--- src/rtl/date_pkg.sv ---
// Shared definitions for the date sequencer: FSM state encoding, the base
// month-length table, BCD digit constants and small BCD helper functions.
package date_pkg;

  typedef enum logic {IDLE = 1'b0, CONV = 1'b1} state_t;

  localparam logic [3:0] BCD_ZERO = 4'd0;
  localparam logic [3:0] BCD_MAX  = 4'd9;

  // Index is the binary month; entries 0 and 13..15 are unreachable fillers.
  // February holds the common-year length; the leap adjustment lives in month_len.
  localparam logic [4:0] MONTH_DAYS [16] = '{
    5'd31, 5'd31, 5'd28, 5'd31, 5'd30, 5'd31, 5'd30, 5'd31,
    5'd31, 5'd30, 5'd31, 5'd30, 5'd31, 5'd31, 5'd31, 5'd31};

  // Year mod 4 == 0 straight from the BCD digits: an even tens digit needs
  // ones in {0,4,8}, an odd tens digit needs ones in {2,6}.
  function automatic logic bcd_leap(input logic [7:0] y);
    logic [3:0] ones;
    ones = y[3:0];
    if (y[4]) return (ones == 4'd2) || (ones == 4'd6);
    else      return (ones == 4'd0) || (ones == 4'd4) || (ones == 4'd8);
  endfunction

  // 3-digit BCD increment/decrement with per-digit carry; carry/borrow out
  // of the top digit is dropped, so 999+1=000 and 000-1=999.
  function automatic logic [11:0] bcd3_inc(input logic [11:0] v);
    logic [11:0] r;
    logic c;
    r = v;
    c = 1'b1;
    for (int i = 0; i < 3; i++) begin
      if (c) begin
        if (r[i*4 +: 4] == BCD_MAX) r[i*4 +: 4] = BCD_ZERO;
        else begin
          r[i*4 +: 4] = r[i*4 +: 4] + 4'd1;
          c = 1'b0;
        end
      end
    end
    return r;
  endfunction

  function automatic logic [11:0] bcd3_dec(input logic [11:0] v);
    logic [11:0] r;
    logic b;
    r = v;
    b = 1'b1;
    for (int i = 0; i < 3; i++) begin
      if (b) begin
        if (r[i*4 +: 4] == BCD_ZERO) r[i*4 +: 4] = BCD_MAX;
        else begin
          r[i*4 +: 4] = r[i*4 +: 4] - 4'd1;
          b = 1'b0;
        end
      end
    end
    return r;
  endfunction

  // 2-digit variants wrap 99->00 and 00->99 for free.
  function automatic logic [7:0] bcd2_inc(input logic [7:0] v);
    logic [11:0] t;
    t = bcd3_inc({4'h0, v});
    return t[7:0];
  endfunction

  function automatic logic [7:0] bcd2_dec(input logic [7:0] v);
    logic [11:0] t;
    t = bcd3_dec({4'h0, v});
    return t[7:0];
  endfunction

  // Double-dabble binary (0..511) to 3 BCD digits.
  function automatic logic [11:0] bin2bcd(input logic [8:0] b);
    logic [20:0] s;
    s = {12'd0, b};
    for (int i = 0; i < 9; i++) begin
      if (s[12:9]  >= 4'd5) s[12:9]  = s[12:9]  + 4'd3;
      if (s[16:13] >= 4'd5) s[16:13] = s[16:13] + 4'd3;
      if (s[20:17] >= 4'd5) s[20:17] = s[20:17] + 4'd3;
      s = s << 1;
    end
    return s[20:9];
  endfunction

  function automatic logic [7:0] bin2bcd2(input logic [8:0] b);
    logic [11:0] t;
    t = bin2bcd(b);
    return t[7:0];
  endfunction

endpackage

--- src/rtl/month_len.sv ---
// Days in a month (28..31) for a binary month 1..12 and a leap flag.
// Ports: month (binary 1..12), leap (1 = February has 29 days), days (binary).
module month_len
  import date_pkg::*;
(
  input  logic [3:0] month,
  input  logic       leap,
  output logic [4:0] days
);
  assign days = (month == 4'd2 && leap) ? 5'd29 : MONTH_DAYS[month];
endmodule

--- src/rtl/date_sequencer.sv ---
// Calendar date sequencer: BCD day-of-year, month, day-of-month and year,
// advanced up or down by a tick strobe, with a multi-cycle load that converts
// a binary day-of-year into month/day by walking the month table.
// Ports: clk, rst (async, active high); tick/down advance strobe and direction;
// leap_in external leap flag; load/load_doy load request; outputs doy_bcd,
// month, dom_bcd, year_bcd, leap_year, busy, year_wrap pulse, load_err pulse.
module date_sequencer
  import date_pkg::*;
#(
  parameter int         LEAP_MODE = 1,
  parameter logic [7:0] YEAR_INIT = 8'h00,
  parameter int         DOWN_EN   = 1
) (
  input  logic        clk,
  input  logic        rst,
  input  logic        tick,
  input  logic        down,
  input  logic        leap_in,
  input  logic        load,
  input  logic [8:0]  load_doy,
  output logic [11:0] doy_bcd,
  output logic [3:0]  month,
  output logic [7:0]  dom_bcd,
  output logic [7:0]  year_bcd,
  output logic        leap_year,
  output logic        busy,
  output logic        year_wrap,
  output logic        load_err
);

  state_t      state, state_n;
  logic [11:0] doy_n;
  logic [3:0]  month_n, m, m_n, mon_prev;
  logic [7:0]  dom_n, year_n, year_prev;
  logic [8:0]  rem, rem_n, tgt, tgt_n, ylen_bin;
  logic        year_wrap_n, load_err_n, leap_prev, down_eff;
  logic [4:0]  cur_len, prev_len, trial_len;
  logic [11:0] ylen_bcd;

  assign year_prev = bcd2_dec(year_bcd);
  assign leap_year = (LEAP_MODE != 0) ? bcd_leap(year_bcd) : leap_in;
  // Leap status of the year a down-wrap lands in, so the new doy uses it.
  assign leap_prev = (LEAP_MODE != 0) ? bcd_leap(year_prev) : leap_in;
  assign ylen_bcd  = leap_year ? 12'h366 : 12'h365;
  assign ylen_bin  = leap_year ? 9'd366 : 9'd365;
  assign mon_prev  = (month == 4'd1) ? 4'd12 : month - 4'd1;
  assign down_eff  = (DOWN_EN != 0) && down;
  assign busy      = (state == CONV);

  month_len u_cur   (.month(month),    .leap(leap_year), .days(cur_len));
  month_len u_prev  (.month(mon_prev), .leap(leap_year), .days(prev_len));
  month_len u_trial (.month(m),        .leap(leap_year), .days(trial_len));

  always_ff @(posedge clk or posedge rst) begin
    if (rst) state <= IDLE;
    else     state <= state_n;
  end

  always_ff @(posedge clk or posedge rst) begin
    if (rst) begin
      doy_bcd   <= 12'h001;
      month     <= 4'd1;
      dom_bcd   <= 8'h01;
      year_bcd  <= YEAR_INIT;
      rem       <= '0;
      m         <= 4'd1;
      tgt       <= '0;
      year_wrap <= 1'b0;
      load_err  <= 1'b0;
    end else begin
      doy_bcd   <= doy_n;
      month     <= month_n;
      dom_bcd   <= dom_n;
      year_bcd  <= year_n;
      rem       <= rem_n;
      m         <= m_n;
      tgt       <= tgt_n;
      year_wrap <= year_wrap_n;
      load_err  <= load_err_n;
    end
  end

  always_comb begin
    state_n     = state;
    doy_n       = doy_bcd;
    month_n     = month;
    dom_n       = dom_bcd;
    year_n      = year_bcd;
    rem_n       = rem;
    m_n         = m;
    tgt_n       = tgt;
    year_wrap_n = 1'b0;
    load_err_n  = 1'b0;
    case (state)
      IDLE: begin
        // Load has priority; a tick in the same cycle is dropped.
        if (load) begin
          if (load_doy != 9'd0 && load_doy <= ylen_bin) begin
            state_n = CONV;
            rem_n   = load_doy;
            m_n     = 4'd1;
            tgt_n   = load_doy;
          end else begin
            load_err_n = 1'b1;
          end
        end else if (tick) begin
          if (down_eff) begin
            if (doy_bcd == 12'h001) begin
              year_n      = year_prev;
              doy_n       = leap_prev ? 12'h366 : 12'h365;
              month_n     = 4'd12;
              dom_n       = 8'h31;
              year_wrap_n = 1'b1;
            end else begin
              doy_n = bcd3_dec(doy_bcd);
              if (dom_bcd == 8'h01) begin
                month_n = mon_prev;
                dom_n   = bin2bcd2({4'd0, prev_len});
              end else begin
                dom_n = bcd2_dec(dom_bcd);
              end
            end
          end else begin
            // >= rather than == so a doy of 366 left behind by an external
            // leap flag dropping still wraps on the next up tick.
            if (doy_bcd >= ylen_bcd) begin
              doy_n       = 12'h001;
              month_n     = 4'd1;
              dom_n       = 8'h01;
              year_n      = bcd2_inc(year_bcd);
              year_wrap_n = 1'b1;
            end else begin
              doy_n = bcd3_inc(doy_bcd);
              if (dom_bcd == bin2bcd2({4'd0, cur_len})) begin
                month_n = month + 4'd1;
                dom_n   = 8'h01;
              end else begin
                dom_n = bcd2_inc(dom_bcd);
              end
            end
          end
        end
      end
      CONV: begin
        // Outputs are only written on the exit cycle, all together.
        if (rem <= {4'd0, trial_len}) begin
          state_n = IDLE;
          month_n = m;
          dom_n   = bin2bcd2(rem);
          doy_n   = bin2bcd(tgt);
        end else begin
          rem_n = rem - {4'd0, trial_len};
          m_n   = m + 4'd1;
        end
      end
      default: state_n = IDLE;
    endcase
  end

endmodule

--- config.mk ---
export PLATFORM = sky130hd
export DESIGN_NAME = date_sequencer
export DESIGN_NICKNAME = d
export VERILOG_FILES = /design/src/rtl/date_pkg.sv /design/src/rtl/month_len.sv /design/src/rtl/date_sequencer.sv
export SDC_FILE = /design/constraint.sdc
export NUM_CORES = 1
export LEC_CHECK = 0
export CORE_UTILIZATION = 60
export DETAILED_ROUTE_END_ITERATION = 12
export GPL_TIMING_DRIVEN = 0
export PLACE_DENSITY = 0.81
export REMOVE_ABC_BUFFERS = 1
export SETUP_SLACK_MARGIN = 0.2
export SLEW_MARGIN = 15
export SYNTH_ARGS = -nofsm -noshare
export SYNTH_HDL_FRONTEND = slang
export SYNTH_HIERARCHICAL = 1
export SYNTH_SLANG_ARGS = --single-unit
--- constraint.sdc ---
create_clock -name clk -period 6.7 [get_ports clk]
set_input_delay 1.34 -clock clk [delete_from_list [all_inputs] [get_ports clk]]
set_output_delay 1.34 -clock clk [all_outputs]
set_load 0.03 [all_outputs]
# --- Yosys cells after proc, flatten, opt, wreduce, memory -nomap -nowiden ---
# Memories as Yosys holds them, arrays and structs flattened.
# Cells that the tools add are included.
totals:
  n_memories: 3
  romBits: 240
  word_cells: 663
  regBits: 57
mem_list:
  columns: ["name", "words", "width", "rd", "rd_clocked_by_memory_dff", "wr", "line_no", "text"]
  rows:
  - ["(no name shown)", 16, 5, 1, 0, 0, "month_len.sv:10", "assign days = (month == 4'd2 && leap) ? 5'd29 : MONTH_DAYS[month];"]
  - ["(no name shown)", 16, 5, 1, 0, 0, "month_len.sv:10", null]
  - ["(no name shown)", 16, 5, 1, 0, 0, "month_len.sv:10", null]
op_classes:
  reduce_logical: 31
  bitwise_logic: 5
  add_sub_neg: 83
  eq_ne: 38
  order_cmp: 71
  mux: 417
ops:
  columns: ["operator", "count"]
  rows:
  - ["2-to-1 mux 4 bit", 193]
  - ["2-to-1 mux 3 bit", 125]
  - ["greater-or-equal comparator 4 x 3 -> 1 bit (second input constant)", 63]
  - ["adder 4 x 2 -> 4 bit (second input constant)", 35]
  - ["2-to-1 mux 8 bit", 11]
  - ["adder 3 x 2 -> 3 bit (second input constant)", 28]
  - ["2-to-1 mux 12 bit", 6]
  - ["2-to-1 mux 1 bit", 61]
  - ["2-to-1 mux 5 bit", 9]
  - ["adder 4 x 1 -> 4 bit (second input constant)", 9]
  - ["== test 4 bit (second input constant)", 9]
  - ["logical NOT 4 bit", 8]
  - ["subtractor 4 x 1 -> 4 bit (second input constant)", 8]
  - ["2-to-1 mux 9 bit", 3]
  - ["AND reduction 5 bit", 5]
  - ["inequality test 4 bit (second input constant)", 6]
  - ["case mux 12 bit (2 select lines)", 1]
  - ["== test 4 x 2 -> 1 bit (second input constant)", 5]
  - ["case mux 9 bit (2 select lines)", 1]
  - ["== test 4 x 3 -> 1 bit (second input constant)", 4]
  - ["case mux 4 bit (2 select lines)", 2]
  - ["case mux 8 bit (2 select lines)", 1]
  - ["greater-or-equal comparator 5 bit (second input constant)", 3]
  - ["NOT 4 -> 5 bit", 3]
  - ["other kinds (23)", 46]

# --- Depth between registers and ports, before layout ---
# Gate-level depths: netlist of the first run.
depth:
  ltp_word: 74
  depth_mapped: 33
  ltp_nobuf: 31

# --- Cells and area by module ---
# Netlist of the first run, hierarchy kept.
modules_own_cells:
  columns: ["module", "cells_each", "n_inst", "seq_area_each_um2", "area_each_um2"]
  rows:
  - ["date_sequencer", 978, 1, 1431.4, 7149.4]
  - ["month_len", 9, 3, 0.0, 62.6]

# --- Worst setup path before layout of the first run ---
# OpenSTA, ideal clock, no wires.
synth_path:
  kind: "register to register"
  startpoint: "register tgt[7]"
  endpoint: "register doy_bcd[7]"
  n_path_buf: 1
  path_stages_with_launch: 28
  path_slack_ns: 0.693
  setup_ns: 0.069
  arrival_time_ns: 5.937
  period_less_slack_ns: 6.007
  path_cell_list: "dfrtp_1 inv_1 ha_1 inv_1 ha_1 a21oi_1 xnor2_1 inv_1 ha_1 and2b_1 nor3_1 or4_1 and2_1 inv_1 ha_1 nand2b_1 a2111o_1 mux2_2 nand3_1 nand2_1 or3_4 and2_1 buf_6 ha_1 or3_1 o221a_1 or4_1 nand3_1"
synth_between:
  elab_chain_len: 28
synth_lines:
  columns: ["element", "line_no", "text"]
  rows:
  - ["from (decl)", "date_sequencer.sv:35", "logic [8:0] rem, rem_n, tgt, tgt_n, ylen_bin;"]
  - ["from (signal assigned)", "date_sequencer.sv:77", "tgt <= tgt_n;"]
  - ["adder 4 x 2 -> 4 bit or greater-or-equal comparator 4 x 3 -> 1 bit (tied branches)", "date_pkg.sv:79", "if (s[12:9] >= 4'd5) s[12:9] = s[12:9] + 4'd3;"]
  - ["2-to-1 mux 4 bit (*)", "date_pkg.sv:79", null]
  - ["2-to-1 mux 4 bit (*)", "date_sequencer.sv:146", "if (rem <= {4'd0, trial_len}) begin"]
  - ["2-to-1 mux 4 bit (*)", "date_sequencer.sv:94", "case (state)"]
  - ["adder 4 x 2 -> 4 bit, or another cell as far along", "date_pkg.sv:79", null]
  - ["2-to-1 mux 4 bit (on tied branches)", "date_pkg.sv:79, date_pkg.sv:80", null]
  - ["2-to-1 mux 4 bit", "date_sequencer.sv:146", null]
  - ["2-to-1 mux 4 bit", "date_sequencer.sv:94", null]
  - ["(+12 left out)", null, null]
  - ["adder 4 x 2 -> 4 bit, or another cell as far along", "date_pkg.sv:80", "if (s[16:13] >= 4'd5) s[16:13] = s[16:13] + 4'd3;"]
  - ["2-to-1 mux 4 bit (on tied branches)", "date_pkg.sv:80, date_pkg.sv:79", null]
  - ["2-to-1 mux 4 bit", "date_sequencer.sv:146", null]
  - ["2-to-1 mux 4 bit", "date_sequencer.sv:94", null]
  - ["adder 4 x 2 -> 4 bit or greater-or-equal comparator 4 x 3 -> 1 bit (tied branches)", "date_pkg.sv:80", null]
  - ["2-to-1 mux 4 bit (*)", "date_pkg.sv:80", null]
  - ["2-to-1 mux 12 bit (*)", "date_sequencer.sv:146", null]
  - ["case mux 12 bit (2 select lines) (*)", "date_sequencer.sv:94", null]
  - ["to (signal assigned)", "date_sequencer.sv:71", "doy_bcd <= doy_n;"]
  - ["to (decl)", "date_sequencer.sv:21", "output logic [11:0] doy_bcd,"]
# Every way passes the cells marked *; elsewhere a longest branch is shown, timed or not. The select of a mux whose other input is x is not followed.
# A chain may end at the register's enable or synchronous reset.

# --- Worst setup path after layout of the first run ---
layout_path:
  startpoint: "register tgt[6]"
  endpoint: "register doy_bcd[7]"
layout_between:
  elab_chain_len: 24
layout_lines:
  columns: ["element", "line_no"]
  rows:
  - ["adder 4 x 2 -> 4 bit or greater-or-equal comparator 4 x 3 -> 1 bit (tied branches)", "date_pkg.sv:79"]
  - ["2-to-1 mux 4 bit (*)", "date_pkg.sv:79"]
  - ["2-to-1 mux 4 bit (*)", "date_sequencer.sv:146"]
  - ["2-to-1 mux 4 bit (*)", "date_sequencer.sv:94"]
  - ["adder 4 x 2 -> 4 bit, or another cell as far along", "date_pkg.sv:79"]
  - ["2-to-1 mux 4 bit (on tied branches)", "date_pkg.sv:79, date_pkg.sv:80"]
  - ["2-to-1 mux 4 bit", "date_sequencer.sv:146"]
  - ["2-to-1 mux 4 bit", "date_sequencer.sv:94"]
  - ["(+8 left out)", null]
  - ["adder 4 x 2 -> 4 bit, or another cell as far along", "date_pkg.sv:80"]
  - ["2-to-1 mux 4 bit (on tied branches)", "date_pkg.sv:80, date_pkg.sv:79"]
  - ["2-to-1 mux 4 bit", "date_sequencer.sv:146"]
  - ["2-to-1 mux 4 bit", "date_sequencer.sv:94"]
  - ["adder 4 x 2 -> 4 bit or greater-or-equal comparator 4 x 3 -> 1 bit (tied branches)", "date_pkg.sv:80"]
  - ["2-to-1 mux 4 bit (*)", "date_pkg.sv:80"]
  - ["2-to-1 mux 12 bit (*)", "date_sequencer.sv:146"]
  - ["case mux 12 bit (2 select lines) (*)", "date_sequencer.sv:94"]
# Marked as above.

==> metrics.md, run 1 <==
| Metric | Value |
|---|---|
| Layout area overhead | `12.1%` |
| Row cnt | `40` |
| Area of the multi-input gates | `0.00548 sq mm` |
| Final WL | `18.5 mm` |
| Synthesized cell area | `0.00734 sq mm` |
| Cells after Synth | `1005` |
| Clock skew | `0.0111 ns` |
| Fin crit share | `92.5%` |
| Syn. warnings | `6` |
| Critical Path AT | `6.47 ns` |
| Largest net degree at the start of global routing | `58` |
| First-pass GRT wire length | `31.1 mm` |
| Top Ports | `51` |
| Cell mode on critical path | `ha_1` |
| Minimum clock period | `6.20 ns` |
| Leading area contributor after synthesis | `dfrtp_1` |
| GP Congestion | `0.945` |
| Worst r2r src | `tgt[6]` |
| Chip Height | `113 um` |
| Fill count | `1011` |
| Via density per instance | `6.43` |
| Slew Viols, Final | `0` |
| CP max-delay cell | `or4_1` |
| CTS tree | `yes` |
| Seq/Total Area, Yosys | `19.5%` |
| Non-Filler Instances | `1173` |
| Initial DRC count | `739` |
| Hold buffer count at CTS | `0` |
| Reg-to-reg endpoint | `doy_bcd[7]` |
| Hold path endpoint | `tgt[0]` |
| Worst-Skew Late Latency | `0.34 ns` |
| Netlist cell types | `81` |
| Util after Layout | `68.7%` |
| FF+latch count, synth | `57` |
| Final hold vios | `0` |
| Peak per-stage delay on the critical path | `0.49 ns` |
| Critical Path End Type | `flop` |
| CTS H-tree lvls | `3` |
| RSZ-0062 raised after global routing | `no` |
| Clock Sinks | `57` |
| Number of global-route vias before repair | `6643` |
| Synth top area share | `18.1%` |
| Hold WS | `0.524 ns` |
| Proportion of layout cells with a drive suffix above 1 | `6.73%` |
| DRC | `0` |
| Fmax | `161 MHz` |
| EDFF count, synth | `0` |
| Synth top area cells | `dfrtp_1 18%, ha_1 9.5%, nand2_1 5.7%` |
| CTS Buf Count | `9` |
| Max-cap violations | `0` |
| Starting Density | `61.3%` |
| Avg WL per Cell | `15.8 um` |
| FF/Latch Area | `0.00144 sq mm` |
| Syn_area_per_cell | `7.30 sq um` |
| Core ar. | `0.0120 sq mm` |
| Reg2reg path depth | `26` |
| Drt pass-1 iters | `6` |
| Status | `complete, no violations` |
| Hold path depth | `1` |
| Setup TNS | `0 ns` |
| FFs w/ async S/R, synth | `100%` |
| Post-DP HPWL | `13.3 mm` |
| HP Class | `flop to flop` |
| Port bufs | `49` |
| R2R Setup Slk | `0.50 ns` |
| Hold Startpoint | `tgt[0]` |
| Slew headroom | `27.9%` |
| CTS clk-pin slew, worst paths | `0.06 ns` |
| CP startpoint kind | `flop` |
| Setup violators final | `0` |
| Clock Path Buffers | `2` |
| CP Class | `flop to flop` |
| Die area | `0.0127 sq mm` |
| GRT Total Usage | `29.8%` |
| Number of diodes | `0` |
| ANT nets after route | `0` |
| Critical path data required time | `6.97 ns` |
| Die span in x | `113 um` |
| Final net count | `1093` |
| Initial antenna violation count | `0` |
| Placed Instances | `1149` |
| Via count | `7548` |
| Worst slew pin tran | `1.08 ns` |
| Dominant synthesized flop cell | `dfrtp_1` |
| Clock root buffer | `clkbuf_16` |
| CP Max Fanout | `7` |
| Global route total overflow | `0` |
==> through the flow <==
| step | cell area (sq um) | setup WS (ns) |
|---|---|---|
| after CTS | 8100 | 0.222 |
| final | 8220 | 0.501 |
| after detailed placement | 7790 | -0.121 |
| after floorplan | 7090 | 0.762 |
| after global routing | 8220 | 0.201 |
| after global placement | 7770 | 0.0290 |
==> worst max-delay path by stage <==
stage | startpoint | end | slack, ns
2_1_floorplan | tgt[7] | doy_bcd[7] | 0.76
3_3_place_gp | rem[7] | dom_bcd[5] | 0.03
3_5_place_dp | rem[7] | dom_bcd[5] | -0.12
4_1_cts | tgt[6] | doy_bcd[7] | 0.22
5_1_grt | tgt[6] | doy_bcd[7] | 0.20
6_report | tgt[6] | doy_bcd[7] | 0.50
==> cell usage in the layout (no fill, tap or decap), types with 8 or more instances in the layout <==
cell | synthesis | layout
o221ai_1 | 8 | 8
nand4_1 | 8 | 8
inv_1 | 67 | 64
a21o_1 | 12 | 12
a21oi_1 | 74 | 72
nand3_1 | 35 | 35
a31oi_1 | 18 | 17
mux2i_1 | 22 | 21
o21ai_0 | 77 | 75
nor3_1 | 20 | 20
conb_1 | 3 | 9
nor2_1 | 86 | 86
mux2_2 | 10 | 10
ha_1 | 56 | 55
nand2b_1 | 16 | 15
and2_1 | 9 | 9
xnor2_1 | 21 | 18
clkbuf_16 | 0 | 9
dfrtp_1 | 53 | 50
or3_1 | 8 | 8
o22ai_1 | 12 | 12
nor2b_1 | 14 | 14
xor2_1 | 9 | 9
nand2_1 | 111 | 110
o211ai_1 | 17 | 17
a22oi_1 | 12 | 12
clkdlybuf4s50_1 | 0 | 49
o31ai_1 | 10 | 10
and3_1 | 12 | 12
a32oi_1 | 8 | 8
==> state kept, by name (all words and copies together) (netlist names) <==
signal,count
rem,9
busy,1
load_err,1
dom_bcd,8
year_wrap,1
m,4
month,4
tgt,9
year_bcd,8
doy_bcd,12
==> critical path, delay by kind of cell, from the launching register on <==
family | cells | cell delay (ns)
adder cells (fa/ha/maj) | 5 | 1.00
AO/OA/AOI/OAI | 3 | 0.91
AND/OR/NAND/NOR | 12 | 2.98
XOR/XNOR | 1 | 0.17
multiplexers | 1 | 0.28
flip-flops | 1 | 0.46
buffers and inverters | 4 | 0.33
==> area by class of cell <==
cell class / instances / share of cell area [%]
multi-input cells: 824 / 66.6
flip-flops and latches: 57 / 17.5
repair buffers: 58 / 6.98
clock buffers: 16 / 3.42
inverters: 71 / 3.27
well taps: 147 / 2.24
==> what timing repair did <==
action / 4_1_cts / 5_1_grt
gates cloned: 0 / 0
setup buffers: 0 / 8
resized for setup: 5 / 16
setup endpoints to repair: 4 / 7
pin swaps: 0 / 3
==> kinds of logic (layout without fill, tap and decap cells) <==
logic type      after synthesis  count (layout)  share of synthesized area [%]
mux                          33              33                           4.84
other cells                   3               9                          0.153
compound gates              337             337                           30.8
xor+xnor                     31              31                           3.89
simple gates                357             357                           23.8
flops                        57              57                           19.5
buf+inv                     130             145                           7.25
fa+ha+maj                    57              57                           9.82
==> cell usage after synthesis (all sizes together) (8+ instances only) <==
| cell type | number |
|---|---|
| mux2 | 10 |
| a21o | 12 |
| dfrtp | 53 |
| o31ai | 10 |
| and2 | 10 |
| nor2 | 86 |
| o22ai | 12 |
| nor3 | 20 |
| nand3 | 35 |
| o211ai | 17 |
| nor2b | 14 |
| and3 | 12 |
| nand2 | 111 |
| buf | 16 |
| mux2i | 23 |
| xor2 | 9 |
| a31oi | 18 |
| nand4 | 8 |
| a21oi | 74 |
| a22oi | 12 |
| ha | 56 |
| or3 | 9 |
| a32oi | 9 |
| inv | 67 |
| nand2b | 16 |
| o221ai | 8 |
| clkbuf | 43 |
| xnor2 | 21 |
| a21boi | 8 |
| o21ai | 78 |
==> layer usage <==
layer | up-vias | track usage (%) | part of all wire (%)
li1 | 3727 | - | -
met5 | - | 0 | 0
met3 | 38 | 4.43 | 5.8
met4 | 0 | 13.2 | 2.4
met2 | 305 | 47.5 | 46
met1 | 3478 | 40.0 | 46
Power of run 1 is left out: the tool's default activity adds up to more than one toggle a clock period on the data nets, which glitch-free logic cannot reach.
==> run 2, diff against run 1 <==
CTS_CLUSTER_DIAMETER = 200   (was not set)
PLACE_DENSITY = 0.78   (was 0.81)
==> metrics.md, run 2 (synthesized netlist as in run 1, its figures left out) <==
| Metric | Value |
|---|---|
| Proportion of layout cells with a drive suffix above 1 | `7.12% (+0.39 points)` |
| Die span in x | `113 um (unchanged)` |
| FF/Latch Area | `0.00144 sq mm (unchanged)` |
| Largest register by flop count | `doy_bcd` |
| RSZ-0062 raised after global routing | `no` |
| Clock root buffer | `clkbuf_16` |
| First-pass GRT wire length | `31.1 mm (about the same)` |
| Global route total overflow | `0 (unchanged)` |
| Port bufs | `49 (unchanged)` |
| Status | `complete, no violations` |
| Post-DP HPWL | `13.2 mm (-0.63%)` |
| Largest delay share family, worst path | `simple AND/OR/NAND/NOR gates` |
| Util after Layout | `68.9% (+0.16 points)` |
| Via density per instance | `6.37 (-0.97%)` |
| Fmax | `162 MHz (+0.70%)` |
| HP Class | `flop to flop` |
| Core ar. | `0.0120 sq mm (unchanged)` |
| Drt pass-1 iters | `5 (-1)` |
| Max FFs per register | `12 (unchanged)` |
| Fin worst setup slack | `0.544 ns (+0.0434 ns)` |
| Worst slew pin tran | `1.07 ns (-0.00697 ns)` |
| Fin crit share | `91.9% (-0.65 points)` |
| DRC | `0 (unchanged)` |
| Setup violators final | `0 (unchanged)` |
| Critical path data required time | `6.97 ns (about the same)` |
| GRT Total Usage | `29.6% (-0.24 points)` |
| Largest net degree at the start of global routing | `58 (unchanged)` |
| Die area | `0.0127 sq mm (unchanged)` |
| Hold buffer count at CTS | `0 (unchanged)` |
| Layout area overhead | `12.3%` |
| Area of the multi-input gates | `0.00548 sq mm (about the same)` |
| Chip Height | `113 um (unchanged)` |
| Final net count | `1093 (unchanged)` |
| CP startpoint kind | `flop` |
| Clock Sinks | `57 (unchanged)` |
| Row cnt | `40 (unchanged)` |
| Worst-Skew Late Latency | `0.34 ns (about the same)` |
| Slew Viols, Final | `0 (unchanged)` |
| Minimum clock period | `6.16 ns (-0.0434 ns)` |
| CTS clk-pin slew, worst paths | `0.05 ns (about the same)` |
| Top Registers | `doy_bcd: 12 flops, rem: 9 flops, tgt: 9 flops` |
| Hold WS | `0.505 ns (-0.0188 ns)` |
| GP Congestion | `0.935 (-1.0%)` |
| CTS tree | `yes` |
| Reg2reg path depth | `26 (unchanged)` |
| Starting Density | `61.3% (unchanged)` |
| Final WL | `18.5 mm (-0.13%)` |
| Final hold vios | `0 (unchanged)` |
| CP Max Fanout | `7 (unchanged)` |
| Fill count | `1035 (+2.4%)` |
| Clock Path Buffers | `2 (unchanged)` |
| Max-cap violations | `0 (unchanged)` |
| Critical Path AT | `6.43 ns (-0.04 ns)` |
| Number of global-route vias before repair | `6638 (-0.075%)` |
| CTS H-tree lvls | `3 (unchanged)` |
| Peak per-stage delay on the critical path | `0.49 ns (about the same)` |
| Via count | `7475 (-0.97%)` |
| Initial DRC count | `552 (-25%)` |
| Most frequent cells in the layout | `110 x nand2_1, 86 x nor2_1, 76 x o21ai_0` |
| Number of diodes | `0 (unchanged)` |
| CP max-delay cell | `or4_1` |
| Avg WL per Cell | `15.8 um (-0.13%)` |
| Cell mode on critical path | `ha_1` |
| CTS Buf Count | `9 (unchanged)` |
| Crit path buffers/inverters | `4 (unchanged)` |
| Clock skew | `0.00581 ns (-0.00533 ns)` |
| Commonest non-fill, non-tap cell in the layout | `nand2_1` |
| Slew headroom | `28.4% (+0.47 points)` |
| Worst slack at placement | `-0.152 ns (-0.0307 ns)` |
| Critical Path End Type | `flop` |
| ANT nets after route | `0 (unchanged)` |
| Top Ports | `51 (unchanged)` |
| Initial antenna violation count | `0 (unchanged)` |
| WP depth | `26 (unchanged)` |
| Hold path depth | `1 (unchanged)` |
| CP Class | `flop to flop` |
run 2: changes by cell type in the layout (fill, tap and decap cells not counted), sizes merged:
cell,before,now
clkinvlp,0,2
clkbuf,16,11
clkinv,4,6
bufinv,0,1
run 2: worst paths after layout:
kind | from | end | slack, ns
max | tgt[6] | doy_bcd[7] | 0.54
min | tgt[0] | tgt[0] | 0.50
max reg2reg | tgt[6] | doy_bcd[7] | 0.54
min reg2reg | tgt[0] | tgt[0] | 0.50
max in group asynchronous | rst | busy | 4.71
min in group asynchronous | rst | rem[5] | 1.47
run 2: metal layers:
| layer | vias to the layer above | global-route usage (%) | share of wire (%) |
|---|---|---|---|
| met5 | - | 0 | 0 |
| met4 | 0 | 10.4 | 2.0 |
| met3 | 29 | 3.19 | 4.4 |
| met2 | 247 | 48.8 | 46 |
| met1 | 3467 | 40.1 | 47 |
| li1 | 3732 | - | - |
run 2: final cells by class:
cell class / count / area share, %
Clock buffer: 11 / 2.95
Clock inverter: 5 / 0.668
Inverter: 71 / 3.26
Multi-Input combinational cell: 824 / 66.5
Sequential cell: 57 / 17.4
Tap cell: 147 / 2.23
Timing Repair Buffer: 58 / 6.97
run 2: stage by stage:
stage	cell area (sq um)	setup TNS (ns)	cells
floorplan	7090	0	952
global placement	7770	0	1148
detailed placement	7790	-0.280	1149
CTS	8120	0	1165
global route	8240	0	1173
finish	8240	0	1173
run 2: worst reg2reg max path: cells and delay by family, from the launching register on:
| kind | cells | cell delay (ns) |
|---|---|---|
| compound gates | 3 | 0.92 |
| xor+xnor | 1 | 0.17 |
| fa+ha+maj | 5 | 0.97 |
| buf+inv | 4 | 0.31 |
| flops | 1 | 0.46 |
| mux | 1 | 0.29 |
| simple gates | 12 | 2.99 |
run 2: repair_timing:
item | in CTS | in global routing
buffers inserted | 0 | 8
gates cloned | 0 | 0
pin swaps | 0 | 3
endpoints found under the setup margin | 3 | 7
gates resized for setup | 6 | 15
hold endpoints to repair | 0 | 0
Power of run 2 is left out for the same reason.
==> RTL change, RTL diff (config.mk and constraints of run 1) <==
Reset style: synchronous (`rst`), changed in 2 clocked blocks. Comments in the files are not updated.
--- a/src/rtl/date_sequencer.sv
+++ b/src/rtl/date_sequencer.sv
@@ -53,3 +53,3 @@
 
-  always_ff @(posedge clk or posedge rst) begin
+  always_ff @(posedge clk) begin
     if (rst) state <= IDLE;
@@ -58,3 +58,3 @@
 
-  always_ff @(posedge clk or posedge rst) begin
+  always_ff @(posedge clk) begin
     if (rst) begin
Check against the original RTL: not settled (the Yosys comparison gave no result); the edit may change what the design does.
==> RTL change against run 1 <==
  * Design area grew 0.18%
  * Wire length up 3.7%
  * Area after synthesis up 1.7%
  * Setup slack better by 0.14 ns
  * Sequential cell count unchanged
  * Worst hold slack lost 0.067 ns
  * Global-route usage is 0.056 points higher
  * Highest routed layer unchanged
Power is left out: it rests on default switching activity, and per cell area and clock period it moved more than threefold.
==> RTL change: results (changes against run 1) <==
synthAdderAreaFrac: 0.105  # +0.00679
path_delay_family: "adder cells"
min_path_cells: 2  # +1
gp_congestion: 0.881  # -6.7%
cp.arrival_ns: 6.27  # -0.20 ns
grt_pass1_wl_um: 31600  # +1.8%
yosys-top-cells-area: "dfxtp_1 (15%), ha_1 (10%), o21ai_0 (5.2%), a21oi_1 (4.7%), nor2_1 (4.5%)"
drtIter0Drc: 733  # -0.81%
synth_compound_area_frac: 0.321  # +0.0133
cpPeakStageDelay_ns: 0.47  # -0.02 ns
reg2regPathDepth: 28  # +7.7%
crit_fanout: 9  # +2
status: "finished, final reports clean"
grt.total_usage: 0.298  # +0.000564
ys.flop_type: "dfxtp_1"
synth_common_cells: "nor2_1 (90), nand2_1 (79), o21ai_0 (77)"
ys_types: 97  # +20%
firstDrtPassIters: 5  # -1
ctsResizeCount: 1  # -4
async_reset_ff_frac: 0  # -1.00
critical_path.slowest_cell: "a221o_1"
grt_start_max_net_pins: 39  # -33%
drt-wirelength-per-cell_um: 16.0  # +1.4%
yosys.area_share.xor_xnor: 0.0497  # +0.0108
nets: 1104  # +1.0%
wl_met1_um: 8690  # +2.6%
muxShareOfSynthArea: 0.0602  # +0.0118
place_hpwl_um: 14000  # +5.3%
skew_ns: 0.00642  # -0.00471 ns
[RTL change: cell types whose count changed after synthesis, moves of 6 or more]
cell      before  now
a211oi_1       6   12
a311oi_1       2    9
dfrtp_1       53    0
dfxtp_1        0   57
mux2i_1       22   28
nand2_1      111   79
nor2b_1       14   20
nor3_1        20   32
o22a_1         7    0
[RTL change: cell type report]
cell class / instances / area [um^2]
Multi-Input combinational cell: 837 / 5790
Timing Repair Buffer: 52 / 536
Fill cell: 1038 / 3820
Inverter: 70 / 263
Clock inverter: 3 / 40.0
Sequential cell: 57 / 1140
Clock buffer: 13 / 250
Tap cell: 168 / 210
[RTL change: metrics by stage]
stage,area [um^2],setup WS [ns],util,cells
final,8240,0.642,0.683,1200
after global routing,8240,0.108,0.683,1200
after CTS,8210,0.215,0.681,1200
after detailed placement,7920,0.149,0.657,1184
after global placement,7870,0.324,0.652,1181
after floorplan,7170,0.976,-,964
[RTL change: per-layer routing]
| metal | up-vias | GRT usage |
|---|---|---|
| met3 | 31 | 0.0457 |
| met2 | 241 | 0.506 |
| met1 | 3558 | 0.390 |
| met4 | 0 | 0.0904 |
| met5 | - | 0 |
| li1 | 3786 | - |
[RTL change: worst paths after layout]
| path | from | endpoint | slack [ns] |
|---|---|---|---|
| worst min register to register | rem[0] | rem[0] | 0.46 |
| worst max register to register | tgt[7] | doy_bcd[8] | 0.64 |
| worst min-delay path | rem[0] | rem[0] | 0.46 |
| worst max-delay path | tgt[7] | doy_bcd[8] | 0.64 |
[RTL change: logic make-up (layout without fill, tap and decap cells)]
logic type	after synthesis	in the layout
simple gates	345	345
compound gates	341	341
buf+inv	137	138
fa+ha+maj	62	62
flops	57	57
mux	41	41
xor+xnor	39	39
other cells	3	9
[RTL change: tightest hold or removal path: cells and delay by family, from the launching register on]
kind               cells  cell delay [ns]
AOI/OAI and AO/OA      1             0.05
and+or+nand+nor        1             0.05
DFF                    1             0.30
